**config.mk**
```make
export PLATFORM = sky130hd
export DESIGN_NAME = fetch_stage
export DESIGN_NICKNAME = d
export VERILOG_FILES = /design/src/rtl/fetch_stage_pkg.sv /design/src/rtl/if_id_register.sv /design/src/rtl/fetch_stage.sv
export SDC_FILE = /design/constraint.sdc
export NUM_CORES = 1
export LEC_CHECK = 0
export ABC_AREA = 1
export ABC_CLOCK_PERIOD_IN_PS = 1200
export BUFFER_PORTS_ARGS = -buffer_cell sky130_fd_sc_hd__clkbuf_2
export CAP_MARGIN = 30
export CORE_AREA = 2 2 79 96
export DETAILED_ROUTE_END_ITERATION = 16
export DIE_AREA = 0 0 81 98
export PLACE_DENSITY_LB_ADDON = 0.15
export RECOVER_POWER = 100
export SETUP_SLACK_MARGIN = 0.5
export SYNTH_ARGS = -nofsm -noshare
export SYNTH_HDL_FRONTEND = slang
export SYNTH_HIERARCHICAL = 1
export SYNTH_SLANG_ARGS = --single-unit
```
**constraint.sdc**
```tcl
create_clock -name clk -period 1.2 [get_ports clk]
set_input_delay 0.12 -clock clk [delete_from_list [all_inputs] [get_ports clk]]
set_output_delay 0.12 -clock clk [all_outputs]
set_load 0.005 [all_outputs]
```
**src/rtl/fetch_stage_pkg.sv**
```systemverilog
// Shared definitions for the 16-bit pipeline front end: instruction width,
// opcode field location and encodings, and the NOP used for pipeline bubbles.
package fetch_stage_pkg;

    localparam int INST_WIDTH = 16;
    localparam logic [INST_WIDTH-1:0] NOP_INST = 16'hA000;

    localparam int OPC_MSB = 15;
    localparam int OPC_LSB = 13;

    typedef enum logic [2:0] {
        OPC_LDM = 3'b001,
        OPC_STD = 3'b010,
        OPC_ADD = 3'b011,
        OPC_NOT = 3'b100,
        OPC_NOP = 3'b101
    } opcode_e;

    // Occupancy of the fetch stage as seen from outside (req/hold valid bits)
    typedef enum logic [1:0] {
        FS_EMPTY  = 2'd0,
        FS_STREAM = 2'd1,
        FS_HOLD   = 2'd2
    } fetch_state_e;

    function automatic opcode_e get_opcode(input logic [INST_WIDTH-1:0] inst);
        return opcode_e'(inst[OPC_MSB:OPC_LSB]);
    endfunction

endpackage

```
**src/rtl/if_id_register.sv**
```systemverilog
// IF/ID pipeline register: valid/instruction/PC with bubble, load and hold.
// Bubble takes priority over load; with neither asserted the contents hold.
module if_id_register
    import fetch_stage_pkg::*;
#(
    parameter int ADDR_WIDTH = 10
) (
    input  logic                  clk,
    input  logic                  rst,
    input  logic                  i_load,
    input  logic                  i_bubble,
    input  logic [INST_WIDTH-1:0] i_inst,
    input  logic [ADDR_WIDTH-1:0] i_pc,
    output logic                  o_valid,
    output logic [INST_WIDTH-1:0] o_inst,
    output logic [ADDR_WIDTH-1:0] o_pc
);

    logic                  r_valid;
    logic [INST_WIDTH-1:0] r_inst;
    logic [ADDR_WIDTH-1:0] r_pc;

    always_ff @(posedge clk) begin
        if (rst) begin
            r_valid <= 1'b0;
            r_inst  <= NOP_INST;
            r_pc    <= '0;
        end else if (i_bubble) begin
            // PC is left as-is; it is meaningless while valid is low
            r_valid <= 1'b0;
            r_inst  <= NOP_INST;
        end else if (i_load) begin
            r_valid <= 1'b1;
            r_inst  <= i_inst;
            r_pc    <= i_pc;
        end
    end

    assign o_valid = r_valid;
    assign o_inst  = r_inst;
    assign o_pc    = r_pc;

endmodule

```
**src/rtl/fetch_stage.sv**
```systemverilog
// Instruction fetch: owns the PC, tracks the one-cycle-latency memory read and
// parks it in a single skid entry while decode stalls. Redirects flush both.
module fetch_stage
    import fetch_stage_pkg::*;
#(
    parameter int                    ADDR_WIDTH = 10,
    parameter logic [ADDR_WIDTH-1:0] RESET_PC   = '0
) (
    input  logic                  clk,
    input  logic                  rst,
    input  logic                  stall,
    input  logic                  redirect_valid,
    input  logic [ADDR_WIDTH-1:0] redirect_pc,
    output logic [ADDR_WIDTH-1:0] imem_addr,
    input  logic [INST_WIDTH-1:0] imem_rdata,
    output logic                  if_id_valid,
    output logic [INST_WIDTH-1:0] if_id_inst,
    output logic [ADDR_WIDTH-1:0] if_id_pc
);

    logic [ADDR_WIDTH-1:0] r_pc;
    logic                  r_req_valid;
    logic [ADDR_WIDTH-1:0] r_req_pc;
    logic                  r_hold_valid;
    logic [INST_WIDTH-1:0] r_hold_inst;
    logic [ADDR_WIDTH-1:0] r_hold_pc;

    logic                  w_normal;
    logic                  w_ifid_load;
    logic                  w_ifid_bubble;
    logic [INST_WIDTH-1:0] w_ifid_inst;
    logic [ADDR_WIDTH-1:0] w_ifid_pc;

    always_ff @(posedge clk) begin
        if (rst) begin
            r_pc         <= RESET_PC;
            r_req_valid  <= 1'b0;
            r_req_pc     <= '0;
            r_hold_valid <= 1'b0;
            r_hold_inst  <= NOP_INST;
            r_hold_pc    <= '0;
        end else if (redirect_valid) begin
            r_pc         <= redirect_pc;
            r_req_valid  <= 1'b0;
            r_hold_valid <= 1'b0;
        end else if (stall) begin
            // Data for the in-flight read arrives now and would be lost otherwise
            if (r_req_valid) begin
                r_hold_valid <= 1'b1;
                r_hold_inst  <= imem_rdata;
                r_hold_pc    <= r_req_pc;
            end
            r_req_valid <= 1'b0;
        end else begin
            r_hold_valid <= 1'b0;
            r_req_valid  <= 1'b1;
            r_req_pc     <= r_pc;
            r_pc         <= r_pc + ADDR_WIDTH'(1);
        end
    end

    // Skid entry is older than any live read, so it is delivered first
    assign w_normal      = !redirect_valid && !stall;
    assign w_ifid_load   = w_normal && (r_hold_valid || r_req_valid);
    assign w_ifid_bubble = redirect_valid || (w_normal && !r_hold_valid && !r_req_valid);
    assign w_ifid_inst   = r_hold_valid ? r_hold_inst : imem_rdata;
    assign w_ifid_pc     = r_hold_valid ? r_hold_pc   : r_req_pc;

    if_id_register #(
        .ADDR_WIDTH(ADDR_WIDTH)
    ) u_if_id (
        .clk     (clk),
        .rst     (rst),
        .i_load  (w_ifid_load),
        .i_bubble(w_ifid_bubble),
        .i_inst  (w_ifid_inst),
        .i_pc    (w_ifid_pc),
        .o_valid (if_id_valid),
        .o_inst  (if_id_inst),
        .o_pc    (if_id_pc)
    );

    assign imem_addr = r_pc;

endmodule
```
* Word level (Yosys, flattened, before mapping)
Index checks and enable logic that the tools add are counted.
Storage, ports and cells: memory bits (writable) 0, flip-flop bits (word level) 75, ROM bits 0, logic and storage cells 35, memories 0, bits in latches 0, output and inout port bits 37
Operators by class: reductions and logical operators 16, multiply operators 0, shift operators 0, equality and inequality tests 1, $lt $le $gt $ge 0, $add $sub $neg 1, bitwise operators 3, muxes and demuxes 5, divide/modulo/power cells 0
Operators with widths (number):
- 2-to-1 mux 10 bit | 3
- 2-to-1 mux 16 bit | 1
- adder 10 x 1 -> 10 bit, second input constant | 1
- logical AND 1 bit | 4
- zero test 1 bit | 4
- AND reduction 2 bit | 2
- OR reduction 2 bit | 2
- NOT 1 bit | 3
- AND reduction 3 bit | 1
- OR reduction 3 bit | 1
- logical OR 1 bit | 2
- != test 2 x 1 -> 1 bit, second input constant | 1
- 2-to-1 mux 1 bit | 1

* Logic depth before layout (Yosys ltp)
Gate-level depths: netlist of run 1.
word-level depth 7, mapped depth 9

* Hierarchy
The synthesis of run 1 kept the hierarchy.
By module, submodules not included:
- fetch_stage | instances 1, cells each 340, area an instance 2255.9 µm²
- if_id_register | instances 1, cells each 138, area an instance 1056.0 µm²

* Worst setup path after synthesis of run 1
OpenSTA, ideal clock, no wires.
kind register -> register, start point register r_hold_valid, end point register u_if_id.r_pc[1] (netlist: u_if_id/o_pc[1]), stages on the path, launching flop included 10, slack -0.016 ns, arrival time 1.152 ns, data required time 1.136 ns, path through dfxtp_1 > inv_1 > clkbuf_1 > buf_2 > nand2_1 > o21ai_0 > inv_1 > nand3_1 > nand2_1 > nor2_1
On the way: elaborated cells between the ends (all ways) 9, classes of those cells mux: 1; bitwise: 1; reduce/logical: 7
RTL lines:
- start: declaration | line fetch_stage.sv:24 | logic r_hold_valid;
- start signal: assignment | line fetch_stage.sv:39 | r_hold_valid <= 1'b0;
- start signal: assignment | line fetch_stage.sv:45 | r_hold_valid <= 1'b0;
- start signal: assignment | line fetch_stage.sv:49 | r_hold_valid <= 1'b1;
- 2-to-1 mux 10 bit | line fetch_stage.sv:67 | assign w_ifid_pc = r_hold_valid ? r_hold_pc : r_req_pc;
- via w_ifid_pc[1] | line fetch_stage.sv:32 | logic [ADDR_WIDTH-1:0] w_ifid_pc;
- end signal: assignment | line if_id_register.sv:35 | r_pc <= i_pc;
- end: declaration | line if_id_register.sv:21 | logic [ADDR_WIDTH-1:0] r_pc;
The timed path passes the listed nets, and every way through them passes these cells. A chain may end at the register's enable or synchronous reset.

* Worst setup path in the final report of run 1
start point register r_hold_valid, end point register u_if_id.r_inst[3] (netlist: u_if_id/o_inst[3])
On the way: elaborated cells between the ends (all ways) 8, classes of those cells mux: 1; reduce/logical: 7
RTL lines:
- logical OR 1 bit | line fetch_stage.sv:64 | assign w_ifid_load = w_normal && (r_hold_valid || r_req_valid);
- logical AND 1 bit | line fetch_stage.sv:64
- via w_ifid_load | line fetch_stage.sv:29 | logic w_ifid_load;
- end signal: assignment | line if_id_register.sv:34 | r_inst <= i_inst;
- end: declaration | line if_id_register.sv:20 | logic [INST_WIDTH-1:0] r_inst;
The timed path passes the listed nets, and every way through them passes these cells.

==> results of run 1 <==
-- what timing repair did --
item	CTS	global route
cloned	8	4
buffers inserted	25	16
hold buffers	1	0
hold endpoints to repair	1	0
gates resized for setup	85	138
pin swaps	18	51
setup endpoints to repair	110	111
-- state kept, by name, summed over array words and instances (netlist names) --
signal           count
r_hold_pc           10
u_if_id/o_pc        10
u_if_id/o_inst      16
r_hold_valid         1
u_if_id/o_valid      1
r_req_valid          1
r_hold_inst         16
imem_addr           10
r_req_pc            10
-- routing by layer --
metal / up-vias / wire length (um)
met3: 35 / 422
met5: - / 0
met1: 1624 / 4240
met4: 0 / 423
li1: 1783 / -
met2: 107 / 5210
-- power by group through the flow --
| stage | Combinational (mW) | Sequential, mW | Clock, mW |
|---|---|---|---|
| after global routing | 0.859 | 2.62 | 1.86 |
| after floorplan | 0.309 | 2.66 | 0 |
| final | 0.794 | 2.62 | 1.70 |
| after detailed placement | 0.480 | 2.67 | 0 |
| after CTS | 0.608 | 2.61 | 1.72 |
| after global placement | 0.473 | 2.67 | 0 |
-- tightest hold or removal path, stage by stage --
cell and delay (ns):
clkbuf_2 0.08, nand2_1 0.06, a31oi_1 0.08
-- kinds of logic (layout without fill, tap and decap cells) --
logic type / after synthesis / in the layout / share of synthesized area (%)
fa+ha+maj: 1 / 1 / 0.378
buf+inv: 80 / 209 / 10.4
simple gates: 214 / 216 / 26.3
flops: 75 / 75 / 45.3
compound gates: 108 / 108 / 17.6
-- placed cells by master (no fill, tap or decap), drive strengths merged --
cell type    count
buf             73
dfxtp           75
o211ai           1
clkinv           4
nand2          128
a21boi           1
dlygate4sd3      1
a31oi            1
o21a             1
nor2            62
nor3             1
nand3b           3
clkbuf          71
a21oi           44
ha               1
nand3           22
bufbuf           1
clkinvlp         4
o21ai           60
inv             55
-- area by class of cell --
cell class              instances  area (um^2)
well taps                      90          113
inverters                      57          256
flip-flops and latches         75         1580
multi-input cells             325         2020
repair buffers                136         1280
clock buffers                  10          128
fillers                       502         1650
clock inverters                 6         41.3
-- worst min-delay path by stage --
stage | endpoint | depth (start not counted) | slack, ns | start
final | imem_addr[2] | 3 | 0.03 | redirect_pc[2]
after global routing | imem_addr[2] | 3 | 0.04 | redirect_pc[2]
after CTS | r_hold_inst[15] | 3 | 0.0005 | imem_rdata[15]
after detailed placement | r_hold_inst[13] | 3 | 0.35 | imem_rdata[13]
after global placement | r_hold_inst[13] | 3 | 0.34 | imem_rdata[13]
after floorplan | r_hold_inst[13] | 2 | 0.23 | imem_rdata[13]
==> impl_metrics.yaml, run 1 <==
run_status:
  status: "finished, violations left"
  violations: "negative setup slack"
synthesis:
  synthTopCellsByArea: "dfxtp_1 (45%), nand2_1 (14%), o21ai_0 (8.2%), nor2_1 (6.2%), inv_1 (5.7%)"
  ys_ff_latch: 75
  synth_top_area_share_pct: 45.3
  async_flop_share_pct: 0
  ys_seq_area_share_pct: 45.3
  synth_flop_cell: "dfxtp_1"
  syn-cell-area_um2: 3310
  synth-edff-count: 0
  synthTopCellsByCount: "nand2_1 (126), dfxtp_1 (75), nor2_1 (55), o21ai_0 (54), inv_1 (50)"
  yosysMostFrequentCell: "nand2_1"
  synth_cell_type_count: 27
  postSynthCellCount: 478
  yosys_warnings: 6
  synth_nets: 509
  syn_area_per_cell_um2: 6.93
  yosysTopAreaCell: "dfxtp_1"
sta:
  period_needed_ns: 1.24
  finalHoldWorstSlack_ns: 0.0306
  finalSetupViolations: 9
  finalWorstSetupSlack_ns: -0.0353
  rsz0062_at_grt: "yes"
  hold_viol_final: 0
  finalCritPeriodShare_pct: 103
  worst_slew_margin_rel_pct: 64.0
  finalSetupTns_ns: -0.153
  finalMaxSlewViolations: 0
  tightest_slew_ns: 0.541
  clock.fmax_mhz: 810
  skew_ns: 0.00870
clock_network:
  clkLatencyLatePin_ns: 0.35
  cts_tree: "built"
  cts_root_buf: "clkbuf_8"
  ctsHtreeMaxLevel: 3
  cts_sinks: 75
  cts_made_buffers: 9
  clkTransAtPathRegs_ns: 0.08
  cts_buffer_depth: 2
worst_setup_path:
  crit_top_cell: "nor2_4"
  crit_family: "flip-flops"
  crit_buf_inv: 3
  crit_slowest_cell: "dfxtp_4"
  worstPathMaxFanout: 8
  critPathLaunchType: "register"
  ff2ff_path_depth: 7
  crit_required_ns: 1.49
  crit_chain: "nor2_4, nor2_4, buf_12, clkinv_8, clkbuf_16, nand2_1, a21oi_2"
  rr_endpoint: "u_if_id/o_inst[3]"
  startpoint: "r_hold_valid"
  endpoint: "u_if_id/o_inst[3]"
  slowest_delay_ns: 0.37
  arrival_ns: 1.53
  cp-end-kind: "register"
  worstSetupPathType: "reg2reg"
  worst-r2r-setup-slack_ns: -0.04
  crit_cells: 7
  rr_startpoint: "r_hold_valid"
die:
  die_w_um: 81
  initial_core_util_pct: 46.9
  io-pin-count: 67
  core_um2: 7060
  die_y_um: 98
  die_area_um2: 7940
  num_rows: 34
detailed_routing:
  drtIter0Drc: 114
  avgViaCountPerCell: 5.08
  drc: 0
  antenna_left: 0
  wl_per_cell_um: 14.7
  vias: 3549
  firstDrtPassIters: 4
  routed_wl_um: 10300
global_route:
  grtUsageMet1_pct: 28.8
  grt_overflow_total: 0
  grt_pass1_vias: 3268
  antenna_found_initial: 0
  use_met3_pct: 3.60
  grt_pass1_wl_um: 14700
  grt_use_total_pct: 23.8
  top_usage_layer: "met2"
  grt_max_degree: 41
  grt_util_met2_pct: 39.4
cells_and_area:
  fin_area_um2: 5410
  diodes: 0
  final_layout_size_suffix_gt1_share_pct: 53.4
  final_cells: 699
  final_util_pct: 76.6
  layout.nets: 635
  area_delta_synth_final_pct: 63.3
power:
  powerDensity_nw_per_um2: 944
  peakVddDrop_mv: 0.615
  sw_frac_of_total_pct: 28.2
  p_seq_share_pct: 51.2
  p_clk_share_pct: 33.2
  comb_power_share_pct: 15.5
  power_leakage_nw: 2.27
  netSwitchingPower_mw: 1.44
  intPower_mw: 3.66
  power.total_mw: 5.11
placement:
  dp.final_hpwl_um: 5510
  placed_cell_area_um2: 3940
  gp_congestion: 0.819
  port_buffers: 66
  dp.cells: 629
  pre_cts_ws_ns: -0.00534
min_path:
  hold_path_class: "in2reg"
flow_run:
  max-cap-violations: 0
No activity file was read; power rests on OpenSTA's default activity.
==> run 2: changes to the inputs <==
--- a/config.mk
+++ b/config.mk
@@ -7,7 +7,7 @@
 export LEC_CHECK = 0
 export ABC_AREA = 1
 export ABC_CLOCK_PERIOD_IN_PS = 1200
-export BUFFER_PORTS_ARGS = -buffer_cell sky130_fd_sc_hd__clkbuf_2
+export BUFFER_PORTS_ARGS = -buffer_cell sky130_fd_sc_hd__buf_4
 export CAP_MARGIN = 30
 export CORE_AREA = 2 2 79 96
 export DETAILED_ROUTE_END_ITERATION = 16
==> impl_metrics.yaml, run 2 (synthesized netlist as in run 1, its figures left out) <==
run_status:
  status: "finished clean"
die:
  core_um2: 7060
  num_rows: 34
  die_y_um: 98
  initial_core_util_pct: 46.9
  io-pin-count: 67
  die_area_um2: 7940
  die_w_um: 81
cells_and_area:
  area_delta_synth_final_pct: 64.4
  diodes: 0
  final_cells: 685
  layout.nets: 621
  final_cell_mix: "nand2_1 (112), buf_4 (52), buf_6 (52)"
  final_layout_size_suffix_gt1_share_pct: 47.1
  mostFrequentLayoutCell: "nand2_1"
worst_setup_path:
  cp-end-kind: "register"
  critPathLaunchType: "register"
  crit_top_cell: "nor2_4"
  slowest_delay_ns: 0.37
  worstPathMaxFanout: 8
  arrival_ns: 1.43
  crit_buf_inv: 2
  crit_slowest_cell: "dfxtp_4"
  crit_family: "simple AND/OR/NAND/NOR gates"
  crit_required_ns: 1.43
  worstSetupPathType: "reg2reg"
  crit_chain: "nor2_4, nand2_2, nand2_4, nor2_4, inv_4, buf_12, a21oi_2"
sta:
  finalCritPeriodShare_pct: 99.8
  rsz0062_at_grt: "yes"
  finalSetupViolations: 0
  finalMaxSlewViolations: 0
  hold_viol_final: 0
  finalHoldWorstSlack_ns: 0.0339
  tightest_slew_ns: 0.596
  worst_slew_margin_rel_pct: 60.3
  period_needed_ns: 1.20
  skew_ns: 0.00956
  clock.fmax_mhz: 835
detailed_routing:
  route.met3.wl_um: 420
  firstDrtPassIters: 5
  drc: 0
  wl_per_cell_um: 14.5
  antenna_left: 0
  drtIter0Drc: 191
  top_layer: "met4"
  avgViaCountPerCell: 5.09
  vias: 3489
  routed_wl_um: 9930
  wl_met2_um: 5210
  wl_met1_um: 4070
min_path:
  hold_path_class: "in2reg"
global_route:
  antenna_found_initial: 0
  grt_max_degree: 41
  grt_pass1_vias: 3305
  grt_overflow_total: 0
  grt_pass1_wl_um: 15400
  grt_use_total_pct: 24.8
clock_network:
  clkTransAtPathRegs_ns: 0.08
  cts_root_buf: "clkbuf_8"
  cts_buffer_depth: 2
  cts_made_buffers: 9
  clkLatencyLatePin_ns: 0.35
  cts_tree: "built"
  ctsHtreeMaxLevel: 3
  cts_sinks: 75
power:
  power_leakage_nw: 2.29
  powerDensity_nw_per_um2: 1010
  power.total_mw: 5.52
  peakVddDrop_mv: 0.809
placement:
  gp_congestion: 0.830
  dp.final_hpwl_um: 5490
  dp.cells: 625
  port_buffers: 66
flow_run:
  max-cap-violations: 0
## run 2: cell count changes in the layout (fill, tap and decap cells not counted), moves of 4 or more
cell | previous run | this run
nand3_2 | 12 | 8
clkbuf_2 | 57 | 0
a21oi_1 | 3 | 24
a21oi_2 | 39 | 20
o21ai_1 | 15 | 11
nand2_2 | 17 | 8
clkinvlp_4 | 4 | 0
buf_4 | 29 | 52
nand3_1 | 9 | 13
nand2_1 | 100 | 112
buf_6 | 30 | 52
## run 2: tightest hold or removal path, delay by kind of cell
| family | cells | cell delay (ns) |
|---|---|---|
| AO/OA/AOI/OAI | 2 | 0.14 |
| buffers and inverters | 1 | 0.09 |
## run 2: final timing paths
kind,slack [ns],start,end,cells after the start
max,0.002,r_req_valid,u_if_id/o_inst[0],7
min,0.03,imem_rdata[14],r_hold_inst[14],3
max reg2reg,0.002,r_req_valid,u_if_id/o_inst[0],7
min reg2reg,0.45,r_hold_inst[14],r_hold_inst[14],2
## run 2: cell type report
type | instances | area (um^2)
clock buffers | 9 | 124
repair buffers | 123 | 1390
multi-input cells | 324 | 1890
inverters | 57 | 264
well taps | 90 | 113
flip-flops and latches | 75 | 1580
clock inverters | 7 | 92.6
fillers | 516 | 1620
## run 2: metrics by stage
stage | cell area, um^2 | setup slack (ns) | setup TNS [ns] | utilization [%]
6_report | 5450 | 0.00187 | 0 | 77.1
4_1_cts | 5020 | 0.0331 | 0 | 71.1
2_1_floorplan | 3490 | 0.130 | 0 | -
3_5_place_dp | 4090 | -0.00486 | -0.00742 | 57.9
5_1_grt | 5450 | -0.0679 | -0.957 | 77.1
3_3_place_gp | 4090 | 0.0272 | 0 | 57.9
## run 2: what timing repair did
action,4_1_cts,5_1_grt
setup buffers,21,13
setup endpoints to repair,105,111
endpoints found under the hold margin,2,0
hold buffers,2,0
cloned,7,1
resized for setup,131,82
pin swaps,18,30
## run 2: report_power, final
group | switching (mW) | leakage, nW | internal, mW
Combinational | 0.393 | 1.54 | 0.381
Clock | 0.958 | 0.113 | 1.17
Sequential | 0.0756 | 0.629 | 2.54
Total | 1.43 | 2.29 | 4.09
## run 2: routing by layer
layer,vias up,track usage (%)
met5,-,0
li1,1745,-
met3,19,3.79
met1,1633,30.7
met4,0,11.6
met2,92,41.6
==> run 3: changes to the inputs <==
--- a/config.mk
+++ b/config.mk
@@ -17,5 +17,4 @@
 export SETUP_SLACK_MARGIN = 0.5
 export SYNTH_ARGS = -nofsm -noshare
 export SYNTH_HDL_FRONTEND = slang
-export SYNTH_HIERARCHICAL = 1
 export SYNTH_SLANG_ARGS = --single-unit
==> impl_metrics.yaml, run 3 <==
synthesis:
  synth-edff-count: 0
  postSynthCellCount: 444
  synthTopCellsByCount: "nand2_1 (101), dfxtp_1 (75), inv_1 (49), o21ai_0 (44), nor2_1 (39)"
  yosysMostFrequentCell: "nand2_1"
  synth_flop_cell: "dfxtp_1"
  yosys_warnings: 0
  syn_area_per_cell_um2: 7.54
  syn-cell-area_um2: 3350
  synth_top_area_share_pct: 44.9
  ys_seq_area_share_pct: 44.9
  ys_ff_latch: 75
  synth_cell_type_count: 31
  synth_nets: 475
  synthTopCellsByArea: "dfxtp_1 (45%), nand2_1 (11%), o21ai_0 (6.6%), a21oi_2 (5.5%), inv_1 (5.5%)"
  yosysTopAreaCell: "dfxtp_1"
  async_flop_share_pct: 0
worst_setup_path:
  arrival_ns: 1.46
  crit_chain: "nor2_4, nor2_8, clkbuf_16, nand2_1, a21oi_1"
  cp-end-kind: "register"
  crit_family: "flip-flops"
  worstPathMaxFanout: 9
  critPathLaunchType: "register"
  crit_buf_inv: 1
  worstSetupPathType: "reg2reg"
  slowest_delay_ns: 0.40
  crit_slowest_cell: "dfxtp_4"
  crit_required_ns: 1.48
global_route:
  grt_overflow_total: 0
  grt_use_total_pct: 22.8
  grt_max_degree: 47
  grt_pass1_vias: 3145
  grt_pass1_wl_um: 14100
  antenna_found_initial: 0
sta:
  finalCritPeriodShare_pct: 99.0
  rsz0062_at_grt: "yes"
  worst_slew_margin_rel_pct: 53.6
  finalSetupViolations: 0
  skew_ns: 0.00736
  clock.fmax_mhz: 842
  finalSetupTns_ns: 0
  period_needed_ns: 1.19
  hold_viol_final: 0
  finalMaxSlewViolations: 0
  tightest_slew_ns: 0.695
die:
  io-pin-count: 67
  initial_core_util_pct: 47.4
  die_area_um2: 7940
  die_w_um: 81
  die_y_um: 98
  num_rows: 34
  core_um2: 7060
cells_and_area:
  mostFrequentLayoutCell: "nand2_1"
  layout.nets: 578
  n_fill_cell: 528
  fin_area_um2: 5270
  area_delta_synth_final_pct: 57.6
  multi_input_area_um2: 1870
  final_layout_size_suffix_gt1_share_pct: 47.5
  final_cell_mix: "nand2_1 (93), buf_4 (52), buf_6 (46)"
  diodes: 0
  seqCellArea_um2: 1570
min_path:
  hold_path_class: "in2reg"
power:
  peakVddDrop_mv: 0.575
  power.total_mw: 5.40
  power_leakage_nw: 2.20
  powerDensity_nw_per_um2: 1020
detailed_routing:
  routed_wl_um: 9740
  drc: 0
  vias: 3343
  firstDrtPassIters: 4
  avgViaCountPerCell: 5.21
  drtIter0Drc: 125
  wl_per_cell_um: 15.2
  antenna_left: 0
placement:
  port_buffers: 66
  dp.final_hpwl_um: 5110
  placed_cell_area_um2: 4130
  gp_congestion: 0.875
clock_network:
  cts_root_buf: "clkbuf_8"
  ctsHtreeMaxLevel: 3
  clkLatencyLatePin_ns: 0.35
  cts_tree: "built"
  clkTransAtPathRegs_ns: 0.08
  cts_buffer_depth: 2
  cts_made_buffers: 9
  cts_sinks: 75
flow_run:
  max-cap-violations: 0
run_status:
  status: "finished clean"
==> run 3: cells by family after synthesis <==
logic type / share of synthesized area [%]
fa+ha+maj: 0.374
compound gates: 22.1
buf+inv: 11.7
simple gates: 20.7
flops: 44.9
xor+xnor: 0.262
==> run 3: where the power goes <==
part	internal [mW]	switching (mW)	leakage, nW
clock network	1.15	0.895	0.101
registers	2.55	0.0733	0.625
logic	0.355	0.373	1.47
total	4.06	1.34	2.20
==> run 3: path summary, 6_finish.rpt <==
path                 start                end  slack, ns  cells past startpoint
min reg2reg    r_req_pc[9]       r_hold_pc[9]       0.46                      2
max           r_hold_valid  u_if_id.o_inst[2]       0.01                      5
min          imem_rdata[2]     r_hold_inst[2]       0.02                      3
max reg2reg   r_hold_valid  u_if_id.o_inst[2]       0.01                      5
==> run 3: metal layers <==
| metal | part of all wire (%) | GRT usage, % | vias up |
|---|---|---|---|
| met2 | 53 | 39.2 | 91 |
| met5 | 0 | 0 | - |
| met4 | 4.4 | 12.4 | 0 |
| li1 | - | - | 1649 |
| met1 | 38 | 26.3 | 1573 |
| met3 | 3.7 | 3.79 | 30 |
==> run 3: timing repair <==
action | 4_1_cts | 5_1_grt
pin swaps | 17 | 20
hold buffers | 1 | 0
gates cloned | 4 | 4
buffers inserted | 17 | 4
gates resized for setup | 127 | 53
endpoints found under the hold margin | 1 | 0
setup endpoints to repair | 107 | 111
==> run 3: per-stage QoR <==
step | cells | hold slack [ns] | setup slack (ns) | utilization, %
2_1_floorplan | 444 | 0.193 | 0.0604 | -
3_3_place_gp | 596 | 0.350 | 0.00746 | 58.5
3_5_place_dp | 596 | 0.357 | -0.0295 | 58.5
4_1_cts | 634 | 0.00633 | 0.0764 | 70.2
5_1_grt | 642 | 0.0255 | -0.0392 | 74.7
6_report | 642 | 0.0192 | 0.0125 | 74.7
==> run 3: cell type report <==
cell class / instances / share of cell area, %
inverters: 54 / 4.96
repair buffers: 116 / 23.8
well taps: 90 / 2.14
clock buffers: 10 / 2.42
multi-input cells: 291 / 35.4
clock inverters: 6 / 1.52
flip-flops and latches: 75 / 29.8
==> run 3: worst min-delay path, delay by kind of cell <==
family | cells | cell delay, ns
compound gates | 1 | 0.10
buf+inv | 2 | 0.12
